## src/rtl/carregador_instrucoes_pkg.sv

```systemverilog
// Shared definitions for the instruction loader: state encodings, halt address and memory depth.
package carregador_instrucoes_pkg;

    typedef enum logic [1:0] {
        StCarga   = 2'b00,
        StExecuta = 2'b01,
        StParado  = 2'b10,
        StIlegal  = 2'b11
    } estado_t;

    localparam logic [7:0]  PC_PARADA    = 8'hFF;
    localparam int unsigned PROFUNDIDADE = 256;

endpackage

```

## src/rtl/memoria_256x8.sv

```systemverilog
// 256x8 program store: synchronous write, asynchronous read, contents never reset.
module memoria_256x8 (
    input  logic       clk,
    input  logic       we,
    input  logic [7:0] waddr,
    input  logic [7:0] wdata,
    input  logic [7:0] raddr,
    output logic [7:0] rdata
);

    logic [7:0] mem [256];

    always_ff @(posedge clk) begin
        if (we) begin
            mem[waddr] <= wdata;
        end
    end

    assign rdata = mem[raddr];

endmodule

```

## src/rtl/carregador_instrucoes.sv

```systemverilog
// Loads a program byte stream from the host, then serves it to a single-cycle core until the
// core reaches the halt address.
module carregador_instrucoes
    import carregador_instrucoes_pkg::*;
#(
    parameter logic [7:0] INSTR_VAZIA = 8'h00
) (
    input  logic       CLK,
    input  logic       RST_N,
    input  logic [7:0] dado_carga,
    input  logic       valido_carga,
    input  logic       fim_carga,
    output logic       pronto_carga,
    input  logic [7:0] saidaPC,
    output logic [7:0] saida_instrucao,
    output logic       executando,
    output logic       parado,
    output logic [8:0] contagem,
    output logic [1:0] estado
);

    estado_t    estado_q, estado_d;
    logic [8:0] contagem_q, contagem_d;
    logic       transferencia;
    logic       ultimo_byte;
    logic [7:0] dado_lido;

    always_comb begin
        pronto_carga  = (estado_q == StCarga) && (contagem_q < 9'(PROFUNDIDADE));
        transferencia = valido_carga && pronto_carga;
        ultimo_byte   = (contagem_q == 9'(PROFUNDIDADE - 1));
        contagem_d    = transferencia ? contagem_q + 9'd1 : contagem_q;
        estado_d      = estado_q;
        case (estado_q)
            StCarga: begin
                if (transferencia && (fim_carga || ultimo_byte)) begin
                    estado_d = StExecuta;
                end
            end
            StExecuta: begin
                if (saidaPC == PC_PARADA) begin
                    estado_d = StParado;
                end
            end
            StParado: estado_d = StParado;
            default:  estado_d = StCarga;
        endcase
    end

    always_ff @(posedge CLK) begin
        if (!RST_N) begin
            estado_q   <= StCarga;
            contagem_q <= 9'd0;
        end else begin
            estado_q   <= estado_d;
            contagem_q <= contagem_d;
        end
    end

    // Write is gated by reset so a transfer coinciding with reset leaves memory untouched.
    memoria_256x8 u_memoria (
        .clk   (CLK),
        .we    (transferencia && RST_N),
        .waddr (contagem_q[7:0]),
        .wdata (dado_carga),
        .raddr (saidaPC),
        .rdata (dado_lido)
    );

    // Addresses at or beyond contagem hold stale bytes from earlier loads; mask them.
    always_comb begin
        saida_instrucao = INSTR_VAZIA;
        if ((estado_q == StExecuta) && ({1'b0, saidaPC} < contagem_q)) begin
            saida_instrucao = dado_lido;
        end
    end

    assign executando = (estado_q == StExecuta);
    assign parado     = (estado_q == StParado);
    assign contagem   = contagem_q;
    assign estado     = estado_q;

endmodule

```

## config.mk

```make
export PLATFORM = sky130hd
export DESIGN_NAME = carregador_instrucoes
export DESIGN_NICKNAME = d
export VERILOG_FILES = /design/src/rtl/carregador_instrucoes_pkg.sv /design/src/rtl/memoria_256x8.sv /design/src/rtl/carregador_instrucoes.sv
export SDC_FILE = /design/constraint.sdc
export NUM_CORES = 2
export LEC_CHECK = 0
export CAP_MARGIN = 10
export CORE_UTILIZATION = 28
export DETAILED_ROUTE_END_ITERATION = 6
export PLACE_DENSITY = 0.42
export SYNTH_ARGS = -nofsm -noshare
export SYNTH_HDL_FRONTEND = slang
export SYNTH_SLANG_ARGS = --single-unit
export TNS_END_PERCENT = 10
```

## constraint.sdc

```tcl
create_clock -name CLK -period 6.25 [get_ports CLK]
set_clock_uncertainty 0.2 [all_clocks]
set_input_delay 1.875 -clock CLK [delete_from_list [all_inputs] [get_ports CLK]]
set_output_delay 1.875 -clock CLK [all_outputs]
set_load 0.03 [all_outputs]
```

==> flow_summary_export.csv <==
group,metric,value,unit
cts,htreeDepth,4,
sta,slew_violations,0,
sta,slew_headroom,22.2,%
floorplan,core_area,0.286,mm^2
critical_path,crit_type,"input port to output pin",
route,drt_iter0_drc,3924,
global_route,grt_pass1_vias,43223,
layout,area_growth,21.7,%
synthesis,synth.net_count,3957,
sta,min_period_over_period,108,%
global_route,grt_max_degree,129,
synthesis,avgSynthCellArea,20.5,um^2
synthesis,synth-main-ff-cell,"edfxtp_1",
synthesis,synth_cell_type_count,69,
critical_path,reg2reg_slack,2.26,ns
layout,layout_common_cells,"2048 x edfxtp_1, 479 x buf_4, 472 x mux4_2",
sta,period_needed,6.72,ns
power,p_sw,0.00695,W
power,p_comb_share,7.7,%
route,ant_nets,0,
floorplan,rows,196,
cts,cts_sinks,2059,
floorplan,die_w,538,um
global_route,grt_usage,18.6,%
cts,ctsLongestPathBuffers,4,
sta,worstMarginPinSlew,1.16,ns
min_path,hold_class,"register to register",
power,clockPowerShare,41.9,%
power,power.internal,0.0232,W
synthesis,synth_warnings,0,
synthesis,synth_top_family_by_area,"multiplexers",
cts,clkTransAtPathRegs,0.06,ns
synthesis,synth_area_leader_cell,"edfxtp_1",
power,power_density,308,mW/mm^2
synthesis,synth_seq_area_share,76.6,%
route,vias,42439,
critical_path,start_kind,"input port",
route,drc,8,
cts,cts_tree,"yes",
layout,final_nets,4591,
power,seqPwrFrac,50.5,%
sta,rsz0062_at_grt,"yes",
placed_design,dpl.hpwl,179,mm
global_route,antenna_found_initial,11,
power,p_leak,30.9,nW
synthesis,synth_simple_gate_area_share,3.40,%
critical_path,cp.arrival,4.64,ns
synthesis,synth_edf_count,2048,
synthesis,ys_async_sr_fraction,0,%
route,wl,273,mm
synthesis,mappedNetlistArea,0.0806,mm^2
route,avgRoutedWirePerCell,32.2,um
synthesis,synth.area.top_cells,"edfxtp_1 76%, mux4_2 13%, mux2i_1 1.6%",
critical_path,crit_required,4.18,ns
synthesis,synth_fa_ha_area_share,0.248,%
placed_design,io_buffers,41,
synthesis,ys_ff_latch,2059,
outcome,failed_checks,"DRC, setup timing",
cts,hold_buffers,0,
synthesis,synth_top_area_share,76.3,%
synthesis,synthCells,3921,
cts,insertion_delay,0.87,ns
critical_path,crit_path_max_fanout,7,
synthesis,synth-compound-area-share,2.87,%
placed_design,gp_congestion,0.837,
outcome,status,"finished, violations left",
critical_path,r2r_end,"u_memoria.mem[82][7]",
sta,fmax,149,MHz
route,via_per_inst,5.00,
layout,drive_above_1_share,32.4,%
route,drt-pass1-iter-count,7,
sta,finalSetupViolations,8,
floorplan,start_util,28.2,%
sta,finalHoldViolations,0,
layout,layout_commonest_cell,"edfxtp_1",
cts,cts-root-buf,"clkbuf_16",
critical_path,timing.rr.start,"contagem[2]",
power,vdd_drop_max,0.200,mV
cts,cts_made_buffers,224,
min_path,worst_hold_startpoint,"contagem[8]",
global_route,grt_first_pass_wirelength,374,mm
synthesis,synth_xor_area_share,0.0652,%
power,swShare,23.0,%
sta,setup_ws,-0.469,ns
global_route,grt-ovfl-total,0,
critical_path,worst-r2r-cell-count,5,
floorplan,ioPinCount,42,
floorplan,die_y,538,um
sta,finalSetupTns,-3.38,ns
critical_path,crit_start,"saidaPC[0]",
floorplan,die-area,0.290,mm^2
placed_design,place_ws,-1.39,ns
critical_path,crit_path_end,"saida_instrucao[0]",
critical_path,end_kind,"output pin",
synthesis,synth.area.mux_share,15.1,%
run,cap_violations,0,
[per-stage QoR]
step | utilization, % | instance area (um^2) | hold slack [ns] | cells | total power (W)
2_1_floorplan | - | 80600 | 0.431 | 3921 | 0.0164
3_3_place_gp | 31.4 | 89600 | 0.345 | 8039 | 0.0177
3_5_place_dp | 31.4 | 89600 | 0.353 | 8039 | 0.0177
4_1_cts | 34.2 | 97800 | 0.372 | 8471 | 0.0304
5_1_grt | 34.3 | 98000 | 0.399 | 8481 | 0.0310
6_report | 34.3 | 98100 | 0.366 | 8483 | 0.0302
[cell families after synthesis]
kind of cell / Yosys count
buf+inv: 257
mux: 624
xor+xnor: 6
flops: 2059
fa+ha+maj: 16
compound gates: 336
simple gates: 623
[flip-flops by register name, summed over array words and instances, names as in the netlist]
name           flops
estado             2
contagem           9
u_memoria.mem   2048
[repair_timing]
action / CTS / global route
resized for setup: 178 / 45
setup buffers: 38 / 12
hold endpoints to repair: 0 / 0
cloned: 7 / 0
endpoints found under the setup margin: 8 / 8
pin swaps: 31 / 18
[layer usage]
layer	GRT usage, %	up-vias	wire length [um]
li1	-	17538	-
met1	25.7	23316	121000
met2	30.4	1228	131000
met3	2.57	357	13200
met4	5.28	0	8140
met5	0	-	0
[Yosys cell counts (21+ instances only)]
master    number
clkbuf_1      98
a21oi_1       49
edfxtp_1    2048
mux2i_1      129
nor2_1       329
o21ai_0       32
nand3_1       57
o22ai_1       56
buf_6         21
nor2b_1       29
nand2_1      104
a211oi_1      39
buf_4         38
buf_2         71
a22oi_1       37
mux4_2       472
[how the worst min path moves through the flow]
stage | to | slack (ns) | cells past startpoint
floorplan | contagem[8] | 0.43 | 2
global placement | contagem[8] | 0.34 | 2
detailed placement | contagem[8] | 0.35 | 2
CTS | contagem[8] | 0.37 | 2
global route | estado[1] | 0.40 | 2
finish | contagem[8] | 0.37 | 2
[cell type report]
type / instances / area [um^2]
sequential: 2059 / 61700
tap: 3762 / 4710
clock buffer: 276 / 5840
antenna: 3 / 7.51
timing repair buffer: 646 / 6540
clock inverter: 113 / 967
multi-input combinational: 1605 / 18200
inverter: 19 / 73.8
fill: 26772 / 188000
[power groups by stage]
| stage | Sequential [W] | Combinational (W) | Clock, W |
|---|---|---|---|
| 2_1_floorplan | 0.0155 | 0.000864 | 0 |
| 6_report | 0.0152 | 0.00231 | 0.0126 |
| 3_5_place_dp | 0.0155 | 0.00219 | 0 |
| 5_1_grt | 0.0152 | 0.00241 | 0.0133 |
| 4_1_cts | 0.0152 | 0.00232 | 0.0129 |
| 3_3_place_gp | 0.0155 | 0.00219 | 0 |
[worst max-delay path, cell delays in order]
cell,delay (ns)
buf_16,0.18
buf_12,0.18
buf_12,0.11
mux4_2,0.57
mux4_2,0.51
nor2_2,0.10
buf_4,0.11
nor3_1,0.05
a22oi_2,0.35
buf_4,0.20
o221ai_4,0.15
buf_12,0.18
(Power assumes the default switching activity.)
